### config.mk
export PLATFORM = sky130hd
export DESIGN_NAME = cp0_regfile
export DESIGN_NICKNAME = d
export VERILOG_FILES = /design/src/rtl/cp0_regfile_pkg.sv /design/src/rtl/cp0_regfile_timer.sv /design/src/rtl/cp0_regfile.sv
export SDC_FILE = /design/constraint.sdc
export NUM_CORES = 1
export LEC_CHECK = 0
export BUFFER_PORTS_ARGS = -buffer_cell sky130_fd_sc_hd__buf_2
export CAP_MARGIN = 0
export CORE_ASPECT_RATIO = 0.5
export CORE_MARGIN = 2
export CORE_UTILIZATION = 54
export CTS_CLUSTER_DIAMETER = 150
export CTS_CLUSTER_SIZE = 10
export DETAILED_ROUTE_END_ITERATION = 10
export GPL_TIMING_DRIVEN = 1
export PLACE_DENSITY = 0.78
export SLEW_MARGIN = 20
export SYNTH_ARGS = -nofsm -noshare
export SYNTH_HDL_FRONTEND = slang
export SYNTH_SLANG_ARGS = --single-unit
### constraint.sdc
create_clock -name clk -period 3.9 [get_ports clk]
set_clock_uncertainty 0.2 [all_clocks]
set_input_delay 0.195 -clock clk [delete_from_list [all_inputs] [get_ports clk]]
set_output_delay 0.195 -clock clk [all_outputs]
set_load 0.01 [all_outputs]
### src/rtl/cp0_regfile_pkg.sv
// ============================================================================
// Module      : cp0_regfile_pkg
// Description : Shared CP0 constants: register addresses, exception codes,
//               exception vector and the Status software-visible fields.
// Revision    : 1.0 - initial release
// ============================================================================
`default_nettype none

package cp0_regfile_pkg;

  // CP0 register addresses as {sel, rd}; all live at sel 0
  localparam logic [7:0] CR_BADVADDR = 8'd8;
  localparam logic [7:0] CR_COUNT    = 8'd9;
  localparam logic [7:0] CR_COMPARE  = 8'd11;
  localparam logic [7:0] CR_STATUS   = 8'd12;
  localparam logic [7:0] CR_CAUSE    = 8'd13;
  localparam logic [7:0] CR_EPC      = 8'd14;

  // Exception codes
  localparam logic [4:0] EX_INT  = 5'd0;
  localparam logic [4:0] EX_ADEL = 5'd4;
  localparam logic [4:0] EX_ADES = 5'd5;
  localparam logic [4:0] EX_SYS  = 5'd8;
  localparam logic [4:0] EX_BP   = 5'd9;
  localparam logic [4:0] EX_RI   = 5'd10;
  localparam logic [4:0] EX_OV   = 5'd12;

  // Exception entry point (BEV=1)
  localparam logic [31:0] EX_VECTOR = 32'hBFC0_0380;

  // Writable part of Status
  typedef struct packed {
    logic [7:0] im;
    logic       exl;
    logic       ie;
  } status_t;

  // Address-error exceptions are the only ones that capture BadVAddr
  function automatic logic is_addr_exc(input logic [4:0] code);
    return (code == EX_ADEL) || (code == EX_ADES);
  endfunction

  // True for exception codes the core is able to raise
  function automatic logic exc_known(input logic [4:0] code);
    return (code == EX_INT) || (code == EX_ADEL) || (code == EX_ADES) ||
           (code == EX_SYS) || (code == EX_BP)   || (code == EX_RI)   ||
           (code == EX_OV);
  endfunction

  // Target address used by the fetch stage on exception entry
  function automatic logic [31:0] exc_target();
    return EX_VECTOR;
  endfunction

endpackage

`default_nettype wire

### src/rtl/cp0_regfile_timer.sv
// ============================================================================
// Module      : cp0_timer
// Description : Count/Compare timer with programmable pre-divider and an
//               edge-qualified timer interrupt flag (TI).
// Revision    : 1.0 - initial release
// ============================================================================
`default_nettype none

module cp0_timer #(
  parameter int COUNT_DIV = 2
) (
  input  logic        clk,
  input  logic        resetn,
  input  logic        count_we,
  input  logic        compare_we,
  input  logic [31:0] wdata,
  output logic [31:0] count,
  output logic [31:0] compare,
  output logic        ti
);

  localparam int              c_div_w   = (COUNT_DIV > 1) ? $clog2(COUNT_DIV) : 1;
  localparam logic [c_div_w-1:0] c_div_max = c_div_w'(COUNT_DIV - 1);

  logic [c_div_w-1:0] r_div;
  logic [31:0]        r_count;
  logic [31:0]        r_compare;
  logic               r_ti;
  logic               w_tick;
  logic [31:0]        w_count_inc;

  // A Count write restarts the divider, so its own tick is discarded
  assign w_tick      = (r_div == c_div_max) && !count_we;
  assign w_count_inc = r_count + 32'd1;

  // Pre-divider: free-running 0..COUNT_DIV-1, restarted by a Count write
  always_ff @(posedge clk or negedge resetn) begin
    if (!resetn)
      r_div <= '0;
    else if (count_we || (r_div == c_div_max))
      r_div <= '0;
    else
      r_div <= r_div + c_div_w'(1);
  end

  // Count: software load has priority over the tick increment
  always_ff @(posedge clk or negedge resetn) begin
    if (!resetn)
      r_count <= '0;
    else if (count_we)
      r_count <= wdata;
    else if (w_tick)
      r_count <= w_count_inc;
  end

  // Compare register
  always_ff @(posedge clk or negedge resetn) begin
    if (!resetn)
      r_compare <= '0;
    else if (compare_we)
      r_compare <= wdata;
  end

  // TI sets only when Count steps onto Compare; a Compare write clears it and wins
  always_ff @(posedge clk or negedge resetn) begin
    if (!resetn)
      r_ti <= 1'b0;
    else if (compare_we)
      r_ti <= 1'b0;
    else if (w_tick && (w_count_inc == r_compare))
      r_ti <= 1'b1;
  end

  assign count   = r_count;
  assign compare = r_compare;
  assign ti      = r_ti;

endmodule

`default_nettype wire

### src/rtl/cp0_regfile.sv
// ============================================================================
// Module      : cp0_regfile
// Description : CP0 register file (Status, Cause, EPC, Count, Compare,
//               BadVAddr) committing exception/ERET/MTC0 effects in WB.
// Revision    : 1.0 - initial release
// ============================================================================
`default_nettype none

module cp0_regfile
  import cp0_regfile_pkg::*;
#(
  parameter int N_EXT_INT = 6,
  parameter int COUNT_DIV = 2,
  parameter int TI_IP     = 7
) (
  input  logic                 clk,
  input  logic                 resetn,
  input  logic                 wb_valid,
  input  logic                 wb_op_mtc0,
  input  logic                 wb_op_eret,
  input  logic                 wb_ex,
  input  logic                 wb_bd,
  input  logic [4:0]           wb_excode,
  input  logic [31:0]          wb_pc,
  input  logic [31:0]          wb_badvaddr,
  input  logic [7:0]           c0_addr,
  input  logic [31:0]          c0_wdata,
  output logic [31:0]          c0_rdata,
  output logic [31:0]          epc_out,
  input  logic [N_EXT_INT-1:0] ext_int_in,
  output logic                 has_int
);

  // One-hot position of the timer line within IP[7:2]
  localparam logic [5:0] c_ti_mask = 6'(1) << (TI_IP - 2);

  status_t     r_status;
  logic        r_bd;
  logic [4:0]  r_excode;
  logic [1:0]  r_ip_sw;
  logic [5:0]  r_ip_hw;
  logic [31:0] r_epc;
  logic [31:0] r_badvaddr;

  logic        w_mtc0_we;
  logic        w_eret;
  logic        w_wr_status;
  logic        w_wr_cause;
  logic        w_wr_epc;
  logic        w_wr_count;
  logic        w_wr_compare;
  logic [5:0]  w_ext_pad;
  logic [31:0] w_count;
  logic [31:0] w_compare;
  logic        w_ti;
  logic [31:0] w_status_rd;
  logic [31:0] w_cause_rd;
  logic [7:0]  w_ip;

  // An excepting instruction commits nothing else
  assign w_mtc0_we    = wb_valid & wb_op_mtc0 & ~wb_ex;
  assign w_eret       = wb_valid & wb_op_eret & ~wb_ex;
  assign w_wr_status  = w_mtc0_we && (c0_addr == CR_STATUS);
  assign w_wr_cause   = w_mtc0_we && (c0_addr == CR_CAUSE);
  assign w_wr_epc     = w_mtc0_we && (c0_addr == CR_EPC);
  assign w_wr_count   = w_mtc0_we && (c0_addr == CR_COUNT);
  assign w_wr_compare = w_mtc0_we && (c0_addr == CR_COMPARE);

  generate
    if (N_EXT_INT < 6) begin : g_ext_pad
      assign w_ext_pad = {{(6 - N_EXT_INT){1'b0}}, ext_int_in};
    end else begin : g_ext_full
      assign w_ext_pad = ext_int_in[5:0];
    end
  endgenerate

  cp0_timer #(
    .COUNT_DIV (COUNT_DIV)
  ) u_timer (
    .clk        (clk),
    .resetn     (resetn),
    .count_we   (w_wr_count),
    .compare_we (w_wr_compare),
    .wdata      (c0_wdata),
    .count      (w_count),
    .compare    (w_compare),
    .ti         (w_ti)
  );

  // Status: exception entry beats ERET, which beats an MTC0 write of EXL
  always_ff @(posedge clk or negedge resetn) begin
    if (!resetn) begin
      r_status <= '0;
    end else begin
      if (w_wr_status) begin
        r_status.im <= c0_wdata[15:8];
        r_status.ie <= c0_wdata[0];
      end
      if (wb_ex)
        r_status.exl <= 1'b1;
      else if (w_eret)
        r_status.exl <= 1'b0;
      else if (w_wr_status)
        r_status.exl <= c0_wdata[1];
    end
  end

  // Cause: BD frozen inside a handler, ExcCode always tracks the latest exception
  always_ff @(posedge clk or negedge resetn) begin
    if (!resetn) begin
      r_bd     <= 1'b0;
      r_excode <= '0;
      r_ip_sw  <= '0;
      r_ip_hw  <= '0;
    end else begin
      if (wb_ex && !r_status.exl)
        r_bd <= wb_bd;
      if (wb_ex)
        r_excode <= wb_excode;
      if (w_wr_cause)
        r_ip_sw <= c0_wdata[9:8];
      r_ip_hw <= w_ext_pad | (w_ti ? c_ti_mask : 6'b0);
    end
  end

  // EPC: restart address on first-level exception, else software writable
  always_ff @(posedge clk or negedge resetn) begin
    if (!resetn)
      r_epc <= '0;
    else if (wb_ex && !r_status.exl)
      r_epc <= wb_bd ? (wb_pc - 32'd4) : wb_pc;
    else if (w_wr_epc)
      r_epc <= c0_wdata;
  end

  // BadVAddr: captured on address errors only, never written by software
  always_ff @(posedge clk or negedge resetn) begin
    if (!resetn)
      r_badvaddr <= '0;
    else if (wb_ex && is_addr_exc(wb_excode))
      r_badvaddr <= wb_badvaddr;
  end

  assign w_ip        = {r_ip_hw, r_ip_sw};
  assign w_status_rd = {9'b0, 1'b1, 6'b0, r_status.im, 6'b0, r_status.exl, r_status.ie};
  assign w_cause_rd  = {r_bd, w_ti, 14'b0, w_ip, 1'b0, r_excode, 2'b0};

  // MFC0 read port: unmapped or non-zero sel reads as zero
  always_comb begin
    c0_rdata = 32'b0;
    case (c0_addr)
      CR_BADVADDR: c0_rdata = r_badvaddr;
      CR_COUNT:    c0_rdata = w_count;
      CR_COMPARE:  c0_rdata = w_compare;
      CR_STATUS:   c0_rdata = w_status_rd;
      CR_CAUSE:    c0_rdata = w_cause_rd;
      CR_EPC:      c0_rdata = r_epc;
      default:     c0_rdata = 32'b0;
    endcase
  end

  assign epc_out = r_epc;
  assign has_int = (|(w_ip & r_status.im)) & r_status.ie & ~r_status.exl;

endmodule

`default_nettype wire

After elaboration in Yosys (flattened, before gate mapping):

Index checks and enable logic that the tools add are counted.

* flip-flop bits (word level): 154
* latch bits: 0
* bits in writable memories: 0
* memory bits (read-only): 0
* bits of input ports: 122
* logic and storage cells: 66
* memories: 0

* add/sub/neg operators: 3
* multiply operators: 0
* div/mod/pow operators: 0
* $lt $le $gt $ge: 0
* equal/unequal tests: 9
* shift operators: 0
* muxes and demuxes: 13
* bitwise gates (word level): 10
* reductions and logical operators: 18

Operators by type and width (count)
* $pmux 32 s6: 1
* $mux 32: 5
* $eq 8x4->1 const B: 6
* $add 32x1->32 const B: 1
* $eq 32x32->1: 1
* $sub 32x3->32 const B: 1
* $eq 5x3->1 const B: 2
* $logic_and 1x1->1: 9
* $and 8x8->8: 1
* $reduce_or 8->1: 1
* $and 1x1->1: 6
* $mux 1: 6
* $mux 6: 1
* $or 6x6->6: 1
* $reduce_bool 2->1: 3
* $reduce_bool 3->1: 1
* $logic_not 1->1: 2
* $logic_or 1x1->1: 2
* $not 1->1: 2
* $add 1x1->1 const B: 1

Longest topological paths before layout:

* word-level depth: 8
* gate-level depth with buffers: 9

Cells and area by module:

A second synthesis with hierarchy kept.

* cells, all modules: 949
* area, all modules: 9344.0 um^2

By module, submodules not included
* cp0_regfile: instances 1, cells each 516, area an instance 5236.3 um^2, seq. area each 2202.1 um^2
* cp0_timer: instances 1, cells each 433, area an instance 4107.7 um^2, seq. area each 1651.6 um^2

Least setup slack after synthesis:

Ideal clock, no wire load.

* path kind: reg-to-reg
* start point: reg u_timer.r_count[1], in the netlist u_timer.count[1]
* end point: reg u_timer.r_ti, in the netlist u_timer.ti
* setup time: 0.067 ns
* data arrival time: 2.588 ns
* data required time: 3.633 ns
* setup slack: 1.045 ns
* cell stages (with the launch flop): 9
* buffers on the path: 0
* clock period less this slack: 2.855 ns
* cells stage by stage: dfrtp_1 -> ha_1 -> xnor2_1 -> xnor2_1 -> or4_1 -> or3_1 -> or4_1 -> nor4_2 -> a32o_1

* longest elaborated chain between the ends: 4

Ends and longest elaborated chain
* from (decl): RTL line cp0_regfile_timer.sv:26 `logic [31:0] r_count;`
* from (signal assigned): RTL line cp0_regfile_timer.sv:51 `r_count <= wdata;`
* from (signal assigned): RTL line cp0_regfile_timer.sv:53 `r_count <= w_count_inc;`
* $add 32x1->32: RTL line cp0_regfile_timer.sv:34 `assign w_count_inc = r_count + 32'd1;`
* $eq 32x32->1: RTL line cp0_regfile_timer.sv:70 `else if (w_tick && (w_count_inc == r_compare))`
* $logic_and 1x1->1: RTL line cp0_regfile_timer.sv:70
* $reduce_bool 2->1 (no source line)
* to (signal assigned): RTL line cp0_regfile_timer.sv:67 `r_ti <= 1'b0;`
* to (signal assigned): RTL line cp0_regfile_timer.sv:69 `r_ti <= 1'b0;`
* to (signal assigned): RTL line cp0_regfile_timer.sv:71 `r_ti <= 1'b1;`
* to (decl): RTL line cp0_regfile_timer.sv:28 `logic r_ti;`

No other way between the ends.
A chain may end at the register's enable or synchronous reset.

Worst setup path in the final report:

* start point: in wb_valid
* end point: reg r_status[1] (netlist bit)

* longest elaborated chain between the ends: 4

Ends and longest elaborated chain
* from (decl): RTL line cp0_regfile.sv:18 `input logic wb_valid,`
* $and 1x1->1, on equally long branches (2 in a row): RTL line cp0_regfile.sv:62, cp0_regfile.sv:61
* $mux 1 or $logic_and 1x1->1 (tied branches): RTL line cp0_regfile.sv:101, cp0_regfile.sv:63
* $mux 1 or $reduce_bool 3->1 (tied branches)
* to (decl): RTL line cp0_regfile.sv:37 `status_t r_status;`

Several ways; a longest one is shown, not always the timed one.

==> impl_metrics.toml <==
[status]
status = "completed"

[power_and_ir_drop]
ir_drop_mv = 0.3781
total_leakage_power_uw = 0.005253
p_total_uw = 4592
power_density_nw_per_um2 = 381.2

[synthesis]
synth_edf_count = 0
synth_seq_cells = 154
async_reset_ff_frac = 1.000
synth_top_flop_cell = "dfrtp_1"
synth_nets = 1055
ys_types = 56
syn_area_per_cell_sq_um = 9.889
ys_warn_count = 0
postSynthCellCount = 931
ys_seq_area_frac = 0.4186
synth_area_sq_um = 9206

[floorplan]
chipHeight_microns = 96.33
coreArea_sq_um = 16520
dieArea_sq_um = 18170
start_util = 0.5574
rows = 33
die_x_microns = 188.7
ios = 187

[clock_tree]
h-tree-depth = 4
cts_tree = "yes"
post_cts_resized = 0
holdBufCountCts = 119
clk_pin_slew_ps = 70
cts_setup_buffers = 0
cts.sinks = 154
cts_buffer_depth = 2
cts-root-buf = "clkbuf_16"
clock_latency_ps = 440
numCtsBuffers = 17

[layout]
syn_to_final_growth_pct = 30.84
final_nets = 1331
drive_gt1_frac = 0.2836
finalNonFillerCells = 1448
fin_area_sq_um = 12050

[timing]
fin_crit_sh = 0.8703
setup_viol = 0
finalHoldViolCount = 0
report.final.slew_viol_count = 0
rsz0062_at_grt = "no"
fin_tns_setup_ps = 0
timing.hold.ws_ps = 2.739
worst_pin_slew_ps = 1021
post-route-min-period_ps = 3394
max_freq_mhz = 294.6
slew-limit-headroom = 0.3157

[min_path]
hold_path.class = "input pin to register"
hold_depth = 5
worst_hold_startpoint = "wb_pc[3]"

[global_routing]
track_usage = 0.3687
gr-total-overflow = 0
grt_max_degree = 100
antenna_found_initial = 2
grt_pass1_vias = 8886
grt_pass1_wl_microns = 50030

[routing]
drt_pass1_iterations = 9
num_vias = 9143
drt.antenna.violating_nets = 0
wirelength_microns = 32940
routedWlPerCell_microns = 22.75
drc = 0
drtIter0Drc = 1201
avgViaCountPerCell = 6.314

[place]
dpl.hpwl_microns = 22250
placed_cell_area_sq_um = 10290
gp_congestion = 1.147
port_buffers = 186
dp_cells = 1296

[critical_path]
crit_family = "buffers and inverters"
criticalPathCategory = "input pin to register"
worstSetupPathDepth = 10
critPathSlowestCell = "dlygate4sd3_1"
crit_buf_inv = 5
max_stage_delay_ps = 570
r2r_cells = 8
reg2reg_slack_ps = 750
cp-start-kind = "input pin"
worstPathMaxFanout = 10
crit_chain = "dlygate4sd3_1 -> buf_2 -> nand3b_1 -> nor4_2 -> buf_4 -> mux2i_1 -> a21oi_1 -> dlygate4sd3_1 -> or2_2 -> dlygate4sd3_1"
cp_data_required_time_ps = 4010
crit_arrival_ps = 3500
endpoint_kind = "register"
startpoint = "wb_valid"
cp_common_cell = "dlygate4sd3_1"
r2r_start = "u_timer.count[0]$_DFFE_PN0P_"

[flow_run]
max_cap_viol_count = 0
==> sequential cells by signal (all words and copies together), names as in the netlist <==
name / flops
r_excode: 5
epc_out: 32
r_bd: 1
u_timer.r_div: 1
r_ip_sw: 2
u_timer.compare: 32
r_badvaddr: 32
u_timer.ti: 1
u_timer.count: 32
r_status: 10
r_ip_hw: 6
==> Yosys cell counts (all sizes together), types with 25 or more instances <==
cell / n / area (sq um)
a21oi: 30 / 150.1
a22oi: 29 / 217.7
buf: 25 / 153.9
clkbuf: 39 / 146.4
dfrtp: 154 / 3854
mux2: 95 / 1070
mux2i: 54 / 540.5
nand2: 89 / 334.1
nor2: 57 / 216.5
nor3: 29 / 150.1
o21ai: 69 / 345.3
xnor2: 55 / 481.7
xor2: 51 / 446.7
==> report_power, final <==
group | switching, uW | leakage (uW) | internal, uW
combinational | 457 | 0.00302 | 450
clock | 751 | 0.000271 | 864
sequential | 262 | 0.00196 | 1810
total | 1470 | 0.00525 | 3120
==> placed cells by master (no fill, tap or decap), drive strengths merged, types with 3 or more instances in the layout <==
master / instances
a21oi: 30
a221o: 7
a221oi: 8
a22oi: 29
a31oi: 3
and3: 6
and4: 6
buf: 202
clkbuf: 19
clkinv: 4
clkinvlp: 3
dfrtp: 154
dlygate4sd3: 119
inv: 18
mux2: 95
mux2i: 54
nand2: 89
nand2b: 5
nand3: 17
nand3b: 3
nand4: 20
nor2: 57
nor3: 29
nor3b: 3
nor4: 15
o21ai: 69
or2: 4
or3: 10
or4: 5
xnor2: 55
xor2: 51
==> routing by layer <==
metal  track usage  share of wire  vias up
li1              -              -     3907
met5             0              0        -
met4        0.1211          0.031        0
met3        0.1112           0.12      132
met1        0.4985           0.41     4435
met2        0.5720           0.44      669
==> cells by family (layout without fill, tap and decap cells) <==
kind of cell,count (synthesis),in the layout,synth area share
simple gates,279,279,0.1534
compound gates,165,165,0.1120
flops,154,154,0.4186
mux,149,149,0.1749
xor+xnor,106,106,0.1008
buf+inv,76,365,0.03751
fa+ha+maj,2,2,0.002718
other cells,0,1,0
==> worst reg2reg max path, delay by kind of cell (launching register included) <==
family	cells	cell delay (ps)
and+or+nand+nor	4	1580
DFF	1	490
adders and majority gates	1	330
xor gates and xnor gates	2	310
AOI/OAI and AO/OA	1	190
==> area by class of cell <==
| cell class | count | area, sq um |
|---|---|---|
| antenna | 1 | 2.502 |
| clock buffer | 19 | 452.9 |
| clock inverter | 13 | 107.6 |
| fill | 1135 | 4471 |
| inverter | 12 | 45.04 |
| multi-input combinational | 701 | 5039 |
| sequential | 154 | 3854 |
| tap | 227 | 284.0 |
| timing repair buffer | 321 | 2261 |
==> worst paths after layout <==
check                                             endpoint
worst max-delay path               r_status[1]$_DFFE_PN0P_
worst min-delay path                epc_out[3]$_DFFE_PN0P_
worst max register to register      u_timer.ti$_DFFE_PN0P_
worst min register to register  r_badvaddr[22]$_DFFE_PN0P_
max in group asynchronous          epc_out[17]$_DFFE_PN0P_
min in group asynchronous       r_badvaddr[26]$_DFFE_PN0P_
==> through the flow <==
step | worst slack, ps | util
finish | 506.0 | 0.7293
global route | 495.3 | 0.7293
CTS | 645.9 | 0.7292
detailed placement | 770.4 | 0.6231
global placement | 872.4 | 0.6231
floorplan | 1045 | -
Power figures use the tool's default switching activity.
